<file path="src/rtl/wave_pkg.sv">
// rtl/wave_pkg.sv - shared constants, FSM encoding and sample conversion for the capture arbiter
package wave_pkg;

  localparam int NCH = 3;
  localparam int IDX_W = 6;
  localparam int ADDR_W = 1 + 2 + IDX_W;
  localparam logic [7:0] OFFSET = 8'h80;

  localparam logic ST_FILL = 1'b0;
  localparam logic ST_DONE = 1'b1;

  typedef enum logic {
    S_FILL = ST_FILL,
    S_DONE = ST_DONE
  } state_t;

  // Top byte of a signed 16-bit sample, moved to offset-binary for the RAM.
  function automatic logic [7:0] to_offset(input logic [15:0] s);
    return s[15:8] ^ OFFSET;
  endfunction

endpackage

</file>
<file path="src/rtl/rr_arbiter.sv">
// rtl/rr_arbiter.sv - round-robin one-hot arbiter with a rotating priority pointer
module rr_arbiter #(
  parameter int N = 3
) (
  input  logic         clk,
  input  logic         rst_n,
  input  logic [N-1:0] req,
  input  logic         advance,
  output logic [N-1:0] grant,
  output logic         grant_valid
);

  localparam int PW = (N > 1) ? $clog2(N) : 1;

  logic [PW-1:0] ptr;
  logic [PW-1:0] gidx;
  logic [N-1:0]  rot;
  logic [N-1:0]  pick;

  // Rotate requests so the pointer sits at bit 0, isolate the lowest set bit, rotate back.
  always_comb begin
    rot         = N'({req, req} >> ptr);
    pick        = rot & (~rot + 1'b1);
    grant       = N'(({pick, pick} << ptr) >> N);
    grant_valid = |req;
  end

  // Binary index of the granted requester, used to move the pointer past it.
  always_comb begin
    gidx = '0;
    for (int i = 0; i < N; i++) begin
      if (grant[i]) gidx = PW'(i);
    end
  end

  // Pointer starts at requester 0 and moves to the one after each grant.
  always_ff @(posedge clk or negedge rst_n) begin
    if (!rst_n) begin
      ptr <= '0;
    end else if (advance && grant_valid) begin
      ptr <= (gidx == PW'(N - 1)) ? '0 : gidx + 1'b1;
    end
  end

endmodule

</file>
<file path="src/rtl/wave_capture_arbiter.sv">
// rtl/wave_capture_arbiter.sv - multi-channel sample capture sharing one RAM write port
module wave_capture_arbiter #(
  parameter int NCH   = wave_pkg::NCH,
  parameter int IDX_W = wave_pkg::IDX_W,
  parameter int WIDTH = 8
) (
  input  logic                clk,
  input  logic                reset,
  input  logic                new_sample,
  input  logic [16*NCH-1:0]   sample_in,
  input  logic [NCH-1:0]      channel_enable,
  input  logic                vsync,
  output logic                write_enable,
  output logic [2+IDX_W:0]    write_address,
  output logic [WIDTH-1:0]    write_sample,
  output logic                read_index,
  output logic [NCH-1:0]      overflow
);

  import wave_pkg::*;

  localparam logic [IDX_W-1:0] IDX_LAST = {IDX_W{1'b1}};

  state_t             state;
  state_t             state_nxt;
  logic               flip;
  logic               fill_done;
  logic [NCH-1:0]     pend;
  logic [NCH-1:0]     full;
  logic [NCH-1:0]     grant;
  logic               grant_valid;
  logic [NCH-1:0]     last_write;
  logic [NCH-1:0]     capture;
  logic [1:0]         gchan;
  logic [IDX_W-1:0]   gidx;
  logic [WIDTH-1:0]   gdata;
  logic [IDX_W-1:0]   idx       [NCH];
  logic [WIDTH-1:0]   pend_data [NCH];

  rr_arbiter #(.N(NCH)) u_arb (
    .clk         (clk),
    .rst_n       (reset),
    .req         (pend),
    .advance     (grant_valid),
    .grant       (grant),
    .grant_valid (grant_valid)
  );

  // Per-channel capture decision and the granted channel's address/data.
  // A channel whose final slot is being written this cycle counts as full,
  // so a sample arriving alongside that write can never wrap the index.
  always_comb begin
    last_write = '0;
    capture    = '0;
    gchan      = '0;
    gidx       = '0;
    gdata      = '0;
    for (int c = 0; c < NCH; c++) begin
      last_write[c] = grant[c] && (idx[c] == IDX_LAST);
      capture[c]    = new_sample && (state == S_FILL) && channel_enable[c]
                      && !full[c] && !last_write[c];
      if (grant[c]) begin
        gchan = 2'(c);
        gidx  = idx[c];
        gdata = pend_data[c];
      end
    end
    fill_done = (channel_enable != '0) && (&(full | ~channel_enable)) && (pend == '0);
  end

  // Fill/done sequencing; the bank flips on the first idle display cycle after a fill.
  always_comb begin
    state_nxt = state;
    flip      = 1'b0;
    case (state)
      S_FILL: if (fill_done) state_nxt = S_DONE;
      S_DONE: begin
        if (!vsync) begin
          state_nxt = S_FILL;
          flip      = 1'b1;
        end
      end
      default: state_nxt = S_FILL;
    endcase
  end

  // FSM state register.
  always_ff @(posedge clk or negedge reset) begin
    if (!reset) begin
      state <= S_FILL;
    end else begin
      state <= state_nxt;
    end
  end

  // Pending samples, overrun flags, per-channel write indices and full flags.
  always_ff @(posedge clk or negedge reset) begin
    if (!reset) begin
      pend     <= '0;
      full     <= '0;
      overflow <= '0;
      for (int c = 0; c < NCH; c++) begin
        idx[c]       <= '0;
        pend_data[c] <= '0;
      end
    end else begin
      pend     <= capture | (pend & ~grant);
      overflow <= overflow | (capture & pend & ~grant);
      full     <= flip ? '0 : (full | last_write);
      for (int c = 0; c < NCH; c++) begin
        if (capture[c]) pend_data[c] <= WIDTH'(to_offset(sample_in[16*c +: 16]));
        if (flip) begin
          idx[c] <= '0;
        end else if (grant[c]) begin
          idx[c] <= idx[c] + 1'b1;
        end
      end
    end
  end

  // Registered RAM write port and display bank select.
  always_ff @(posedge clk or negedge reset) begin
    if (!reset) begin
      write_enable  <= 1'b0;
      write_address <= '0;
      write_sample  <= '0;
      read_index    <= 1'b0;
    end else begin
      write_enable <= grant_valid;
      if (grant_valid) begin
        write_address <= {~read_index, gchan, gidx};
        write_sample  <= gdata;
      end
      if (flip) read_index <= ~read_index;
    end
  end

endmodule

</file>
<file path="config.mk">
export PLATFORM = sky130hd
export DESIGN_NAME = wave_capture_arbiter
export DESIGN_NICKNAME = d
export VERILOG_FILES = /design/src/rtl/wave_pkg.sv /design/src/rtl/rr_arbiter.sv /design/src/rtl/wave_capture_arbiter.sv
export SDC_FILE = /design/constraint.sdc
export NUM_CORES = 1
export LEC_CHECK = 0
export ABC_AREA = 1
export CAP_MARGIN = 20
export CELL_PAD_IN_SITES_DETAIL_PLACEMENT = 1
export CELL_PAD_IN_SITES_GLOBAL_PLACEMENT = 1
export CORE_UTILIZATION = 34
export DETAILED_ROUTE_END_ITERATION = 8
export GPL_ROUTABILITY_DRIVEN = 0
export PLACE_DENSITY = 0.86
export SLEW_MARGIN = 10
export SYNTH_ARGS = -nofsm -noshare
export SYNTH_HDL_FRONTEND = slang
export SYNTH_SLANG_ARGS = --single-unit
export TNS_END_PERCENT = 10
</file>
<file path="constraint.sdc">
create_clock -name clk -period 1.5 [get_ports clk]
set_input_delay 0.15 -clock clk [delete_from_list [all_inputs] [get_ports clk]]
set_output_delay 0.15 -clock clk [all_outputs]
set_load 0.01 [all_outputs]
</file>
==> results.yml, run 1 <==
run_status:
  outcome: "finished, violations left"
  violations: "setup timing"
worst_setup_path:
  path_class: "reg -> reg"
  worstRegToRegCells: 13
  path_max_fanout: 12
  worstPathArrival_ps: 1990
  worst-path-buf-inv: 3
  crit_path_top_delay_cell: "dfrtp_2"
  rr_startpoint: "u_arb.ptr[0]$_DFFE_PN0N_"
  critPathRequiredTime_ps: 1730
  rr_endpoint: "write_sample[6]$_DFFE_PN0N_"
  r2r_setup_slack_ps: -260
  path_common_cell: "nand2_2"
  cp-end-kind: "flip-flop"
  start_kind: "flip-flop"
  crit_chain: "clkinv_4, nand2_4, nand2_2, nand2_2, nand2_2, nand3_4, nand2_4, nand3_4, nand2_4, buf_12, buf_4, nand2_2, nand4_1"
  max_stage_delay_ps: 470
  path_delay_family: "simple AND/OR/NAND/NOR gates"
sta:
  fin_crit_ps: 1760
  grt_setup_unrepaired: "yes"
  clock_skew_ps: 13.13
  slew_violations: 0
  slew_headroom: 0.6918
  worstMarginPinSlew_ps: 462.3
  fin_crit_sh: 1.173
  worst_slack_ps: -260.2
  report.final.hold_viol_count: 0
  max_freq_mhz: 568.1
  setup_viol: 67
synthesis:
  yosys_register_bits: 72
  synth_cell_types: 36
  synth_area_um2: 3502
  synth.largest_area_cell: "dfrtp_1"
  syn_inst: 404
  synth_warnings: 0
  async_reset_ff_frac: 1.000
  ys.flop_type: "dfrtp_1"
  syn_nets: 462
  yosysSeqAreaShare: 0.5145
  synth_edf_count: 0
  syn_area_per_cell_um2: 8.669
  synth_area_leaders: "dfrtp_1 (51%), nand2_1 (16%), nand3_1 (5.1%), nand4_1 (3.0%), nand3_2 (2.3%)"
  synth_top_area_frac: 0.5145
cells_and_area:
  synthToLayoutAreaGrowth_pct: 46.73
  multi_input_area_um2: 1765
  fillers: 1142
  drive_gt1_frac: 0.3212
  seqCellArea_um2: 1808
  n_antenna_cell: 0
  final_util: 0.5209
  layout.nets: 573
  fin_cells: 653
grt:
  grt.overflow.total: 0
  grt_max_degree: 41
  grt_usage: 0.2256
  grt_pass1_vias: 3619
  antenna_found_initial: 0
  grt_pass1_wl_mm: 17.69
routing:
  detail-route-antenna-nets: 0
  wl_met3_um: 326
  drt-pass1-iter-count: 4
  via_per_inst: 5.162
  wire_per_inst_um: 17.51
  vias: 3371
  routedLengthMet1_mm: 4.580
  drc_errors: 0
  dr_wl_met2_mm: 6.150
  wirelength_mm: 11.43
  top_layer: "met4"
  drt_iter0_markers: 73
floorplan:
  die_y_um: 103.5
  die_w_um: 103.5
  rows: 36
  dieArea_um2: 10710
  coreArea_um2: 9864
  initial_core_util: 0.3550
  io-pin-count: 77
placement:
  hpwl_mm: 7.995
  dp_cells: 629
  port_buffers: 52
clock_tree:
  clock-sinks: 72
  numCtsBuffers: 9
  cts_root_buf: "clkbuf_8"
  clock_latency_ps: 360
  cts_tree: "built"
  clk_pin_slew_ps: 80
  clk_path_buf_depth: 2
  htree_levels: 3
power_and_ir_drop:
  p_per_area_nw_per_um2: 2202
  peakVddDrop_mv: 0.7295
  power_leakage_nw: 2.427
flow_run:
  timing.max_cap.violations: 0
worst_hold_path:
  holdCritPathClass: "in -> async"
-- cell type report --
type                    count  share of cell area
flip-flops and latches     72              0.3518
multi-input cells         294              0.3436
repair buffers            114              0.2055
well taps                 133             0.03238
clock buffers              11             0.02751
clock inverters             5             0.02021
inverters                  24             0.01899
-- state kept, by name (all words and copies together) (netlist names) --
register / cells
overflow: 3
pend_data: 24
full: 3
read_index: 1
state: 1
write_address: 9
write_enable: 1
idx: 18
write_sample: 8
u_arb.ptr: 1
pend: 3
-- through the flow --
stage	total power, W	setup WS (ps)	area (um^2)	TNS, ps	hold WS, ps
after floorplan	0.005994	-2.611	3513	-20.89	-145.6
after global placement	0.008009	-157.0	4528	-6238	121.6
after detailed placement	0.008364	-274.8	4528	-12140	133.0
after CTS	0.01069	-183.0	4907	-7904	293.0
after global routing	0.01201	-354.5	5139	-16790	322.7
final	0.01131	-260.2	5139	-11440	274.2
-- layer usage --
layer / GRT usage / vias to the layer above
met2: 0.4177 / 82
met3: 0.04368 / 30
met5: 0 / -
met1: 0.2466 / 1715
met4: 0.1083 / 0
li1: - / 1544
-- synthesized netlist by cell type (2+ instances only) --
cell type / instances
nand2_1: 152
dfrtp_1: 72
nand3_1: 36
inv_1: 19
nand4_1: 17
nor2_1: 16
nand2_2: 9
nand3_2: 8
xor2_1: 8
a21oi_1: 7
buf_6: 6
nand3b_1: 6
nor3_1: 5
o21ai_0: 5
inv_2: 4
buf_4: 3
clkbuf_1: 3
ha_1: 3
nand2_4: 3
a21oi_2: 2
nor3_2: 2
o2111ai_1: 2
o211ai_1: 2
o21ai_2: 2
-- cell families after synthesis --
group           Yosys count  share of synthesized area
xor+xnor                  8                    0.02001
flops                    72                     0.5145
simple gates            258                     0.3494
compound gates           25                    0.04752
buf+inv                  38                    0.05787
fa+ha+maj                 3                    0.01072
-- worst max path at each step --
stage	startpoint	to	slack [ps]	cells after the start
after global routing	u_arb.ptr[0]$_DFFE_PN0N_	idx[15]$_DFFE_PN0P_	-350	12
final	u_arb.ptr[0]$_DFFE_PN0N_	write_sample[6]$_DFFE_PN0N_	-260	13
after floorplan	u_arb.ptr[0]$_DFFE_PN0N_	pend_data[0]$_DFFE_PN0P_	-3	14
after CTS	u_arb.ptr[0]$_DFFE_PN0N_	idx[0]$_DFFE_PN0P_	-180	13
after detailed placement	u_arb.ptr[0]$_DFFE_PN0N_	idx[4]$_DFFE_PN0P_	-270	11
after global placement	u_arb.ptr[0]$_DFFE_PN0N_	idx[0]$_DFFE_PN0P_	-160	12
-- cells in the final DEF, fill, tap and decap left out, drive strengths merged, types with 2 or more instances in the layout --
cell             n
buf             63
ha               3
nand3           44
clkdlybuf4s50   50
inv             23
nor3             7
clkbuf          11
nand2          164
o21ai            8
o2111ai          2
xor2             8
nand3b           6
nor2            17
clkinv           3
a21oi            9
nand4           18
dfrtp           72
bufinv           3
o211ai           2
-- report_power, final --
part | switching [W] | internal, W
sequential | 0.000699 | 0.00271
clock | 0.000777 | 0.00115
combinational | 0.00327 | 0.00272
-- timing repair --
action                                 4_1_cts  5_1_grt
hold buffers                                 1        0
resized for setup                           26       54
setup endpoints to repair                   67       69
buffers inserted                             4        3
endpoints found under the hold margin       17        0
pin swaps                                    6       20
(Power assumes the default switching activity.)
==> inputs of run 2 (changes only) <==
- CORE_UTILIZATION: 34 -> 33
- PLACE_DENSITY: 0.86 -> 0.85
- SYNTH_HIERARCHICAL: not set -> 1
==> results.yml, run 2 <==
clock_tree:
  cts_root_buf: "clkbuf_8"
  clk_path_buf_depth: 2
  numCtsBuffers: 9
  clock_latency_ps: 360
  clk_pin_slew_ps: 90
  cts_tree: "built"
  clock-sinks: 73
  htree_levels: 3
sta:
  worstMarginPinSlew_ps: 529.2
  slew_violations: 0
  fin_tns_setup_ps: -28630
  report.final.hold_viol_count: 0
  max_freq_mhz: 484.4
  grt_setup_unrepaired: "yes"
  slew_headroom: 0.6472
  worst_slack_ps: -564.4
  clock_skew_ps: 8.150
  fin_crit_ps: 2064
  fin_crit_sh: 1.376
  setup_viol: 69
placement:
  dp_cells: 664
  port_buffers: 52
  dp_slack_ps: -545.4
  hpwl_mm: 8.474
floorplan:
  io-pin-count: 77
  rows: 37
  die_y_um: 105.9
  coreArea_um2: 10370
  initial_core_util: 0.3433
  dieArea_um2: 11210
  die_w_um: 105.9
synthesis:
  synth_common_cells: "nand2_1 (150), dfrtp_1 (73), nand3_1 (39), nor2_1 (39), a21oi_1 (26)"
  syn_inst: 442
  yosys.area_share.xor_xnor: 0.002460
  synth.largest_area_cell: "dfrtp_1"
  synth_edf_count: 0
  synth_top_family_by_area: "simple AND/OR/NAND/NOR gates"
  synthMuxAreaShare: 0
  async_reset_ff_frac: 1.000
  synth-adder-area-share: 0.01054
  syn_nets: 500
  synth_top_area_frac: 0.5132
  synth_warnings: 6
  synth_compound_area_frac: 0.1047
  synth_most_common_cell: "nand2_1"
  synth_area_leaders: "dfrtp_1 (51%), nand2_1 (16%), nand3_1 (5.5%), nor2_1 (4.1%), a21oi_1 (3.7%)"
  syn_area_per_cell_um2: 8.054
  yosysSeqAreaShare: 0.5132
  yosys_register_bits: 73
  ys.flop_type: "dfrtp_1"
  synth_area_um2: 3560
  synth-simple-area-share: 0.3121
  synth_cell_types: 27
worst_setup_path:
  max_stage_delay_ps: 450
  rr_startpoint: "u_arb/ptr[0]$_DFFE_PN0P_"
  start_kind: "flip-flop"
  path_common_cell: "nand2_2"
  path_class: "reg -> reg"
  rr_endpoint: "write_sample[6]$_DFFE_PN0P_"
  r2r_setup_slack_ps: -560
  path_max_fanout: 6
  crit_chain: "inv_2, nand2_2, nand2_2, nand2_4, nand2_2, nand2_2, nand2_4, nand3_4, nand2_8, inv_4, nor2_4, nand2_1, a21o_1, nand2_1"
  critPathRequiredTime_ps: 1790
  cp-end-kind: "flip-flop"
  worstPathArrival_ps: 2360
  crit_path_top_delay_cell: "dfrtp_1"
  worstRegToRegCells: 14
grt:
  antenna_found_initial: 0
  grt_usage: 0.2295
  grt_pass1_wl_mm: 19.69
  grt_pass1_vias: 3916
  grt_max_degree: 30
  grt.overflow.total: 0
cells_and_area:
  synthToLayoutAreaGrowth_pct: 47.24
  layout.nets: 605
  fillers: 1226
  largest-register: "pend_data"
  drive_gt1_frac: 0.2862
  final_cell_mix: "nand2_1 (128), dfrtp_1 (71), clkdlybuf4s50_1 (50)"
  reg_top3: "pend_data (24), idx (18), write_address (9)"
  fin_cells: 688
  largest_reg_flops: 24
  n_antenna_cell: 0
  final_common_cell: "nand2_1"
run_status:
  outcome: "finished, violations left"
  violations: "setup timing"
routing:
  via_per_inst: 5.349
  vias: 3680
  wirelength_mm: 13.36
  drc_errors: 0
  detail-route-antenna-nets: 0
  drt-pass1-iter-count: 6
  wire_per_inst_um: 19.42
  drt_iter0_markers: 207
power_and_ir_drop:
  total_power_w: 0.01361
  p_per_area_nw_per_um2: 2596
  peakVddDrop_mv: 0.7797
  power_leakage_nw: 2.590
worst_hold_path:
  holdCritPathClass: "in -> async"
flow_run:
  timing.max_cap.violations: 0
==> run 2: changes by cell type after synthesis, moves of 5 or more <==
cell	previous run	this run
nor2_1	16	39
inv_1	19	24
nand4_1	17	0
xor2_1	8	1
nand3_2	8	3
buf_2	1	9
a21oi_1	7	26
a21o_1	0	11
o21ai_0	5	20
==> run 2: logic make-up (layout without fill, tap and decap cells) <==
family,Yosys count,count (layout)
AO/OA/AOI/OAI,65,65
XOR/XNOR,1,1
adder cells (fa/ha/maj),3,3
buffers and inverters,43,152
flip-flops,73,73
AND/OR/NAND/NOR,257,258
==> run 2: layer usage <==
layer	vias up	part of all wire	global-route usage
li1	1635	-	-
met1	1855	0.42	0.2775
met2	131	0.50	0.3982
met3	59	0.034	0.03525
met4	0	0.047	0.1101
met5	-	0	0
==> run 2: cell type report <==
type,instances,area (um^2),area share
Timing Repair Buffer,107,1008,0.1924
Clock inverter,7,68.82,0.01313
Sequential cell,73,1829,0.3490
Tap cell,136,170.2,0.03247
Clock buffer,9,123.9,0.02363
Multi-Input combinational cell,327,1919,0.3662
Inverter,29,121.4,0.02316
==> run 2: what timing repair did <==
item / CTS / global route
endpoints found under the hold margin: 18 / 0
setup endpoints to repair: 70 / 70
gates cloned: 1 / 0
buffers inserted: 3 / 3
resized for setup: 46 / 73
hold buffers: 1 / 0
pin swaps: 16 / 34
==> run 2: power breakdown <==
part	switching, W	total [W]	internal [W]
logic	0.00478	0.00821	0.00343
registers	0.000905	0.00381	0.00291
clock network	0.000815	0.00158	0.000765
==> run 2: worst max-delay path: cells and delay by family, from the launching register on <==
family	cells	cell delay (ps)
and+or+nand+nor	11	1150
DFF	1	450
buffers and inverters	2	220
AOI/OAI and AO/OA	1	160
==> run 2: worst max-delay path by stage <==
stage	depth (start not counted)	to	start
floorplan	15	pend_data[23]$_DFFE_PN0P_	u_arb/ptr[0]$_DFFE_PN0P_
global placement	12	write_address[3]$_DFFE_PN0P_	u_arb/ptr[0]$_DFFE_PN0P_
detailed placement	14	idx[17]$_DFFE_PN0P_	u_arb/ptr[0]$_DFFE_PN0P_
CTS	15	overflow[0]$_DFF_PN0_	u_arb/ptr[0]$_DFFE_PN0P_
global route	12	idx[12]$_DFFE_PN0P_	u_arb/ptr[0]$_DFFE_PN0P_
finish	14	write_sample[6]$_DFFE_PN0P_	u_arb/ptr[0]$_DFFE_PN0P_
==> run 2: stage by stage <==
| stage | instance area, um^2 | utilization | hold WS [ps] |
|---|---|---|---|
| after CTS | 4941 | 0.4765 | 313.7 |
| after global placement | 4564 | 0.4402 | 145.6 |
| after detailed placement | 4564 | 0.4402 | 166.9 |
| final | 5241 | 0.5054 | 301.7 |
| after global routing | 5241 | 0.5054 | 337.1 |
| after floorplan | 3581 | - | -145.6 |
